### src/rtl/alu_div_sequencer_pkg.sv
// Shared types and constants for the ALU-borrowing divide sequencer.
package alu_div_sequencer_pkg;

    typedef enum logic [1:0] {
        IDLE  = 2'd0,
        RUN   = 2'd1,
        FIXUP = 2'd2,
        DONE  = 2'd3
    } div_state_e;

    localparam logic [3:0] ALU_OP_COPY = 4'h0;
    localparam logic [3:0] ALU_OP_SUB  = 4'hB;

    // Bit positions in the ALU flags word
    localparam int FLAG_ZERO    = 0;
    localparam int FLAG_NEG     = 1;
    localparam int FLAG_CARRY   = 2;
    localparam int FLAG_OVF     = 3;
    localparam int FLAG_DIV_ERR = 4;

    // Two's-complement negation of a 16-bit word
    function automatic logic [15:0] neg16(input logic [15:0] v);
        return ~v + 16'd1;
    endfunction

endpackage

### src/rtl/alu_div_sign_fix.sv
// Signed-division helpers: operand magnitudes at accept time and the
// quotient/remainder sign correction applied in the FIXUP state.
module alu_div_sign_fix
    import alu_div_sequencer_pkg::*;
(
    input  logic        signed_i,
    input  logic [15:0] dividend_i,
    input  logic [15:0] divisor_i,
    output logic [15:0] dividend_mag_o,
    output logic [15:0] divisor_mag_o,
    output logic        quo_neg_o,
    output logic        rem_neg_o,
    input  logic        fix_quo_neg_i,
    input  logic        fix_rem_neg_i,
    input  logic [15:0] quotient_mag_i,
    input  logic [15:0] remainder_mag_i,
    output logic [15:0] quotient_o,
    output logic [15:0] remainder_o,
    output logic        ovf_o
);

    // Magnitude conversion and sign bookkeeping for an incoming request
    always_comb begin
        dividend_mag_o = (signed_i && dividend_i[15]) ? neg16(dividend_i) : dividend_i;
        divisor_mag_o  = (signed_i && divisor_i[15])  ? neg16(divisor_i)  : divisor_i;
        quo_neg_o      = signed_i & (dividend_i[15] ^ divisor_i[15]);
        rem_neg_o      = signed_i & dividend_i[15];
    end

    // Sign correction; a positive quotient with bit 15 set cannot be
    // represented (only 16'h8000 / 16'hFFFF reaches this)
    always_comb begin
        quotient_o  = fix_quo_neg_i ? neg16(quotient_mag_i)  : quotient_mag_i;
        remainder_o = fix_rem_neg_i ? neg16(remainder_mag_i) : remainder_mag_i;
        ovf_o       = ~fix_quo_neg_i & quotient_mag_i[15];
    end

endmodule

### src/rtl/alu_div_sequencer.sv
// Restoring divider that borrows the shared ALU for one subtract per cycle.
// Build macro ALU_DIV_SIGNED_EN adds signed division (magnitude conversion
// at accept plus a one-cycle FIXUP state); without it all divisions are
// unsigned and req_signed is ignored.
//
// state | meaning
// IDLE  | waiting for a request, req_ready high
// RUN   | one quotient bit per cycle, ALU granted
// FIXUP | signed correction of quotient/remainder (ALU_DIV_SIGNED_EN only)
// DONE  | result held on resp_*, waiting for resp_ready
module alu_div_sequencer
    import alu_div_sequencer_pkg::*;
#(
    parameter logic [15:0] DIV0_QUOTIENT              = 16'hFFFF,
    parameter bit          DIV0_REMAINDER_IS_DIVIDEND = 1'b1
) (
    input  logic        clock,
    input  logic        reset,
    input  logic        req_valid,
    output logic        req_ready,
    input  logic [15:0] req_dividend,
    input  logic [15:0] req_divisor,
    input  logic        req_signed,
    input  logic [15:0] flags_in,
    output logic        resp_valid,
    input  logic        resp_ready,
    output logic [15:0] resp_quotient,
    output logic [15:0] resp_remainder,
    output logic [15:0] resp_flags,
    output logic        alu_grant,
    output logic [3:0]  alu_op_code,
    output logic [15:0] alu_source,
    output logic [15:0] alu_destination,
    input  logic [15:0] alu_result,
    input  logic [15:0] alu_flags
);

    div_state_e  state_q, state_d;
    logic [3:0]  cnt_q, cnt_d;
    logic [15:0] dvd_q, dvd_d;
    logic [15:0] dsr_q, dsr_d;
    logic [15:0] quo_q, quo_d;
    logic [16:0] rem_q, rem_d;
    logic        div_err_q, div_err_d;
    logic        ovf_q, ovf_d;
    logic        grant;
    logic        success;
    logic [16:0] shifted;
    logic [15:0] dvd_in, dsr_in;
    logic        unused_bits;

`ifdef ALU_DIV_SIGNED_EN
    logic        sgn_q, sgn_d;
    logic        qneg_q, qneg_d;
    logic        rneg_q, rneg_d;
    logic        acc_qneg, acc_rneg;
    logic [15:0] fix_quo, fix_rem;
    logic        fix_ovf;

    alu_div_sign_fix u_sign_fix (
        .signed_i        (req_signed),
        .dividend_i      (req_dividend),
        .divisor_i       (req_divisor),
        .dividend_mag_o  (dvd_in),
        .divisor_mag_o   (dsr_in),
        .quo_neg_o       (acc_qneg),
        .rem_neg_o       (acc_rneg),
        .fix_quo_neg_i   (qneg_q),
        .fix_rem_neg_i   (rneg_q),
        .quotient_mag_i  (quo_q),
        .remainder_mag_i (rem_q[15:0]),
        .quotient_o      (fix_quo),
        .remainder_o     (fix_rem),
        .ovf_o           (fix_ovf)
    );

    assign unused_bits = ^{flags_in[4:0], alu_flags[15:3], alu_flags[1:0], rem_q[16]};
`else
    assign dvd_in      = req_dividend;
    assign dsr_in      = req_divisor;
    assign unused_bits = ^{flags_in[4:0], alu_flags[15:3], alu_flags[1:0], rem_q[16], req_signed};
`endif

    // ALU operands come only from registers, so no path from alu_flags back
    // into alu_destination exists
    assign grant   = (state_q == RUN);
    assign shifted = {rem_q[15:0], dvd_q[cnt_q]};
    // A set shifted[16] means the partial remainder already exceeds any
    // 16-bit divisor, whatever borrow the ALU reports
    assign success = shifted[16] | ~alu_flags[FLAG_CARRY];

    // State register and datapath registers
    always_ff @(posedge clock) begin
        if (reset) begin
            state_q   <= IDLE;
            cnt_q     <= '0;
            dvd_q     <= '0;
            dsr_q     <= '0;
            quo_q     <= '0;
            rem_q     <= '0;
            div_err_q <= 1'b0;
            ovf_q     <= 1'b0;
`ifdef ALU_DIV_SIGNED_EN
            sgn_q     <= 1'b0;
            qneg_q    <= 1'b0;
            rneg_q    <= 1'b0;
`endif
        end else begin
            state_q   <= state_d;
            cnt_q     <= cnt_d;
            dvd_q     <= dvd_d;
            dsr_q     <= dsr_d;
            quo_q     <= quo_d;
            rem_q     <= rem_d;
            div_err_q <= div_err_d;
            ovf_q     <= ovf_d;
`ifdef ALU_DIV_SIGNED_EN
            sgn_q     <= sgn_d;
            qneg_q    <= qneg_d;
            rneg_q    <= rneg_d;
`endif
        end
    end

    // Next-state and datapath update
    always_comb begin
        state_d   = state_q;
        cnt_d     = cnt_q;
        dvd_d     = dvd_q;
        dsr_d     = dsr_q;
        quo_d     = quo_q;
        rem_d     = rem_q;
        div_err_d = div_err_q;
        ovf_d     = ovf_q;
        req_ready = 1'b0;
`ifdef ALU_DIV_SIGNED_EN
        sgn_d     = sgn_q;
        qneg_d    = qneg_q;
        rneg_d    = rneg_q;
`endif
        case (state_q)
            IDLE: begin
                req_ready = 1'b1;
                if (req_valid) begin
                    ovf_d = 1'b0;
                    if (req_divisor == 16'd0) begin
                        quo_d     = DIV0_QUOTIENT;
                        rem_d     = DIV0_REMAINDER_IS_DIVIDEND ? {1'b0, req_dividend} : 17'd0;
                        div_err_d = 1'b1;
                        state_d   = DONE;
                    end else begin
                        dvd_d     = dvd_in;
                        dsr_d     = dsr_in;
                        cnt_d     = 4'd15;
                        rem_d     = 17'd0;
                        quo_d     = 16'd0;
                        div_err_d = 1'b0;
                        state_d   = RUN;
                    end
`ifdef ALU_DIV_SIGNED_EN
                    sgn_d  = req_signed;
                    qneg_d = acc_qneg;
                    rneg_d = acc_rneg;
`endif
                end
            end
            RUN: begin
                rem_d = success ? {1'b0, alu_result} : shifted;
                quo_d = {quo_q[14:0], success};
                if (cnt_q == 4'd0) begin
`ifdef ALU_DIV_SIGNED_EN
                    state_d = sgn_q ? FIXUP : DONE;
`else
                    state_d = DONE;
`endif
                end else begin
                    cnt_d = cnt_q - 4'd1;
                end
            end
            FIXUP: begin
`ifdef ALU_DIV_SIGNED_EN
                quo_d = fix_quo;
                rem_d = {1'b0, fix_rem};
                ovf_d = fix_ovf;
`endif
                state_d = DONE;
            end
            DONE: begin
                if (resp_ready) state_d = IDLE;
            end
            default: state_d = IDLE;
        endcase
    end

    assign resp_valid      = (state_q == DONE);
    assign resp_quotient   = quo_q;
    assign resp_remainder  = rem_q[15:0];
    assign alu_grant       = grant;
    assign alu_op_code     = grant ? ALU_OP_SUB : ALU_OP_COPY;
    assign alu_source      = grant ? dsr_q : 16'd0;
    assign alu_destination = grant ? shifted[15:0] : 16'd0;

    // Flags word is only meaningful while a result is presented
    always_comb begin
        resp_flags = 16'd0;
        if (state_q == DONE) begin
            resp_flags[15:5]         = flags_in[15:5];
            resp_flags[FLAG_DIV_ERR] = div_err_q;
            resp_flags[FLAG_OVF]     = ovf_q;
            resp_flags[FLAG_NEG]     = quo_q[15];
            resp_flags[FLAG_ZERO]    = (quo_q == 16'd0);
        end
    end

endmodule

### config.mk
export PLATFORM = sky130hd
export DESIGN_NAME = alu_div_sequencer
export DESIGN_NICKNAME = d
export VERILOG_FILES = /design/src/rtl/alu_div_sequencer_pkg.sv /design/src/rtl/alu_div_sign_fix.sv /design/src/rtl/alu_div_sequencer.sv
export SDC_FILE = /design/constraint.sdc
export NUM_CORES = 1
export LEC_CHECK = 0
export ABC_AREA = 0
export CORE_MARGIN = 2
export CORE_UTILIZATION = 41
export CTS_CLUSTER_SIZE = 24
export DETAILED_ROUTE_END_ITERATION = 10
export GPL_TIMING_DRIVEN = 0
export PLACE_DENSITY = 0.8
export SLEW_MARGIN = 40
export SYNTH_ARGS = -nofsm -noshare
export SYNTH_HDL_FRONTEND = slang
export SYNTH_SLANG_ARGS = --single-unit
### constraint.sdc
create_clock -name clock -period 2.72 [get_ports clock]
set_input_delay 0.272 -clock clock [delete_from_list [all_inputs] [get_ports clock]]
set_output_delay 0.272 -clock clock [all_outputs]
set_load 0.01 [all_outputs]
---- Word-level counts from Yosys, hierarchy flattened ----
Cells that the tools add are included.
storage, ports and cells
  register bits ........................... 71
  input bits .............................. 85
  output and inout port bits .............. 87
cells by class
  add/sub/neg operators ................... 1
  $lt $le $gt $ge ......................... 1
  eq/ne operators ......................... 8
  muxes and demuxes ....................... 25
  bitwise operators ....................... 3
  reduce and logical (&&, ||, !) cells .... 10
operators with widths
  cell                                                count
  two-way mux 16 bit                                  7
  one-hot mux 16 bit (2 select lines)                 2
  logical NOT 16 bit                                  2
  two-way mux 4 bit                                   4
  two-way mux 13 bit                                  1
  two-way mux 2 bit                                   5
  one-hot mux 2 bit (4 select lines)                  1
  one-hot mux 4 bit (2 select lines)                  1
  != test 2 bit, second input constant                3
  AND reduction 3 bit                                 2
  < comparator 4 x 5 -> 1 bit, second input constant  1
  binary-select mux 1 bit (select 4 bit)              1
  == test 2 bit, second input constant                2
  logical NOT 4 bit                                   1
  != test 2 x 1 -> 1 bit, second input constant       2
  AND reduction 2 bit                                 2
  AND reduction 4 bit                                 1
  subtractor 4 x 1 -> 4 bit, second input constant    1
  two-way mux 1 bit                                   3
  == test 2 x 1 -> 1 bit, second input constant       1
  logical NOT 2 bit                                   1
  inverter 1 bit                                      2
  nonzero test 2 bit                                  1
  bitwise OR 1 bit                                    1

---- Longest topological paths before layout ----
  word-level depth ........................ 4
  gate-level depth with buffers ........... 9
  depth with buffers taken out ............ 6

---- Worst setup path after synthesis ----
No wires, ideal clock.
  path type ............................... register -> register
  from .................................... reg state_q[0]
  to ...................................... reg dsr_q[13]
  library setup time ...................... 70 ps
  arrival time ............................ 2,023 ps
  data required time ...................... 2,650 ps
  slack ................................... 627 ps
  stages on the path, launching flop included .. 10
  buffers on the path ..................... 3
  clock period less this slack ............ 2,093 ps
  cells stage by stage .................... dfxtp_1 -> inv_1 -> ha_1 -> clkbuf_1 -> and2_1 -> o41a_1 -> clkbuf_1 -> clkbuf_1 -> nand2_1 -> a21oi_1
on the way
  word-level cells in the longest chain between the ends .. 2
ends and longest elaborated chain
  item                                  RTL line                  text
  start: declaration                    alu_div_sequencer.sv:38   div_state_e state_q, state_d;
  start signal: assignment              alu_div_sequencer.sv:109  state_q <= state_d;
  logical NOT 2 bit                     alu_div_sequencer.sv:141  case (state_q)
  AND reduction 3 bit (no source line)  -
  end signal: assignment                alu_div_sequencer.sv:112  dsr_q <= dsr_d;
  end: declaration                      alu_div_sequencer.sv:41   logic [15:0] dsr_q, dsr_d;
Every way passes these cells.
A chain may end at the register's enable or synchronous reset.

---- Worst setup path after layout ----
  from .................................... reg cnt_q[0]
  to ...................................... out alu_destination[0]
on the way
  word-level cells in the longest chain between the ends .. 3
ends and longest elaborated chain
  item                                     RTL line                  text
  start: declaration                       alu_div_sequencer.sv:39   logic [3:0] cnt_q, cnt_d;
  start signal: assignment                 alu_div_sequencer.sv:110  cnt_q <= cnt_d;
  binary-select mux 1 bit (select 4 bit)   alu_div_sequencer.sv:87   assign shifted = {rem_q[15:0], dvd_q[cnt_q]};
  two-way mux 1 bit (not written as such)  alu_div_sequencer.sv:87
  two-way mux 16 bit                       alu_div_sequencer.sv:201  assign alu_destination = grant ? shifted[15:0] : 16'd0;
  end: declaration                         alu_div_sequencer.sv:33   output logic [15:0] alu_destination,
Every way passes these cells. The select of a mux whose other input is x is not followed.

==> qor_table.md <==
| Parameter | This run |
|:---|:---|
| Final Hold Vio Count | 0 |
| Number of standard-cell rows in the floorplan | 34 |
| Fin crit period | 2.63 ns |
| Die Y-Extent | 98.1 um |
| Routed length per instance | 16.3 um |
| Skew-Pair Late Insertion Delay | 0.35 ns |
| Critical Path Source Type | register |
| Biggest area consumer among synthesized cells | dfxtp_1 |
| Number of antenna violations at the first check in global routing | 0 |
| Peak-usage layer in the global routing report | met2 |
| Data required, critical path | 2.45 ns |
| Final period utilization | 0.966 |
| Commonest cells in the netlist | 80 x nand2_1, 71 x dfxtp_1, 45 x and2_1 |
| NumNets Final | 692 |
| Drt via density | 5.52 |
| Fillers | 759 |
| Post-route antenna net violation count | 0 |
| Congestion Overflow GR | 0 |
| Met1 global-route usage | 0.273 |
| Number of synthesized register bits | 71 |
| Count of yosys warnings during synthesis | 0 |
| Number of distinct library cells after synthesis | 43 |
| Run status | finished with violations |
| Category of the critical setup timing path | register to output pin |
| Slew at the pin with the worst max-slew slack | 0.707 ns |
| Post-synth EDFFs | 0 |
| Number of standard cells after synthesis | 447 |
| Via count of the first global-routing pass | 3868 |
| Global placer's final weighted congestion | 0.894 |
| Clock Tree Buf Depth | 2 |
| Worst Setup End Kind | output pin |
| Total wirelength of the detailed-routed design | 11700 um |
| Level count of the clock H-tree | 3 |
| Main flop type after synthesis | dfxtp_1 |
| Leak Pwr | 1.91 nW |
| Fmax | 381 MHz |
| Die Outline Area | 0.00963 mm^2 |
| Fraction of final layout cells with drive strength greater than 1 | 0.0872 |
| Top Ports | 172 |
| Starting utilization of the core area | 0.421 |
| Largest cells by area after synthesis | dfxtp_1 39%, nand2_1 8.3%, and2_1 7.8% |
| Antenna fix cells | 0 |
| Clock sink count | 71 |
| HPWL reported at the end of detailed placement | 8890 um |
| Pin count of the biggest net entering global routing | 12 |
| IO buf count | 146 |
| Max-slew violation total from the final report | 0 |
| Worst hold path type | input port to register |
| CP arrival | 2.35 ns |
| Synthesized area per cell | 8.13 um^2 |
| Number of failing setup endpoints in the final timing report | 0 |
| Core Footprint | 0.00864 mm^2 |
| Placed Instances | 703 |
| Crit Path Max Fanout | 10 |
| Dpl cell area | 0.00524 mm^2 |
| Met3 track demand over resource | 0.0537 |
| Grt met2 use | 0.428 |
| GRT Resource Usage Total | 0.237 |
| Summed area of non-filler cells in the final layout | 0.00544 mm^2 |
| Number of DRC markers in iteration 0 | 168 |
| Signed area change from the synthesized netlist to the final layout | 49.8% |
| Clock tree root buffer cell | clkbuf_8 |
| Slew HR | 0.525 |
| Power per cell area | 919 mW/mm^2 |
| Fraction of post-synthesis cell area in the top cell type by area | 0.391 |
| Leading cell type by number of instances after synthesis | nand2_1 |
| Clock tree from TritonCTS | built |
| Clock transition at the registers of the reported paths | 0.08 ns |
| Number of vias in the routed layout | 3950 |
| VDD IR-drop max | 0.000493 V |
| First-pass GRT wire length | 18500 um |
| Fraction of the yosys area taken by sequential cells | 0.391 |
| Post-route total power | 5.00 mW |
| Remaining routing DRC violations | 1 |
| Fraction of registers with async set or reset after synthesis | 0 |
| Violated checks | DRC |
| Max Cap Violations | 0 |
| Post-synthesis instance area | 0.00363 mm^2 |
| Worst Clk Skew | 0.00932 ns |
| Overall die width | 98.1 um |
| Number of standard cells in the final layout excluding fillers | 716 |
| RSZ-0062 raised after global routing | no |
| Number of buffers added by the clock tree synthesis step | 9 |
| Count of TritonRoute iterations in the first routing pass | 7 |
-- metrics by stage --
stage	hold WS (ns)	worst slack, ns	utilization	TNS (ns)
CTS	0.383	0.00939	0.631	0
floorplan	0.408	0.627	-	0
global route	0.416	0.00710	0.630	0
global placement	0.438	0.0733	0.606	0
detailed placement	0.445	-0.00629	0.606	-0.00629
finish	0.412	0.0936	0.630	0
-- final timing paths --
| path | from | to | slack, ns | cells past startpoint |
|---|---|---|---|---|
| setup / recovery | cnt_q[0] | alu_destination[0] | 0.09 | 5 |
| hold / removal | reset | cnt_q[3] | 0.41 | 2 |
| setup reg to reg | state_q[0] | resp_quotient[2] | 0.20 | 7 |
| hold reg to reg | dsr_q[3] | dsr_q[3] | 0.46 | 2 |
-- power by group --
group / switching, mW / internal, mW
clock: 0.383 / 0.500
combinational: 1.28 / 1.19
sequential: 0.306 / 1.35
total: 1.97 / 3.04
-- repair_timing --
item	in CTS	in global routing
hold buffers	0	0
setup buffers	0	0
resized for setup	4	2
endpoints found under the setup margin	11	21
-- critical path: stages, from the launching register on --
cell and delay [ns]:
dfxtp_2 0.49, mux4_2 0.55, a22o_1 0.23, a31oi_1 0.18, nor2_1 0.08, clkdlybuf4s50_1 0.48
-- layer usage --
| metal | vias up | share of wire |
|---|---|---|
| li1 | 1886 | - |
| met1 | 1854 | 0.40 |
| met2 | 184 | 0.49 |
| met3 | 26 | 0.078 |
| met4 | 0 | 0.026 |
| met5 | - | 0 |
-- logic make-up (layout without fill, tap and decap cells) --
logic type | count (synthesis) | in the layout | synth area share
other | 1 | 3 | 0.00103
adders and majority gates | 4 | 4 | 0.0138
and+or+nand+nor | 211 | 211 | 0.284
AOI/OAI and AO/OA | 101 | 101 | 0.212
DFF | 71 | 71 | 0.391
muxes | 7 | 7 | 0.0300
buffers and inverters | 52 | 211 | 0.0682
-- state kept, by name, indices dropped and copies added, names as in the netlist --
register / flops
dvd_q: 16
resp_quotient: 16
div_err_q: 1
rem_q: 16
dsr_q: 16
cnt_q: 4
state_q: 2
-- cells in the final DEF, fill, tap and decap left out, types with 4 or more instances in the layout --
master           instances
clkdlybuf4s50_1        146
nand2_1                 80
dfxtp_1                 70
and2_1                  45
nor2_1                  40
a21oi_1                 39
clkbuf_1                25
a311oi_1                23
nand3_1                 18
o22ai_1                 17
clkbuf_8                12
a311oi_2                10
inv_1                    7
buf_4                    7
nor4_1                   6
nor3_1                   5
nand2b_1                 4
-- final cells by class --
class	instances	area, um^2	share of cell area
flip-flops and latches	71	1420	0.261
repair buffers	146	1460	0.269
clock inverters	2	37.5	0.00690
clock buffers	14	173	0.0317
multi-input cells	326	1970	0.363
inverters	8	31.3	0.00575
plain buffers	41	209	0.0384
well taps	108	135	0.0248
Note: power is estimated with default switching activity, not from simulation.
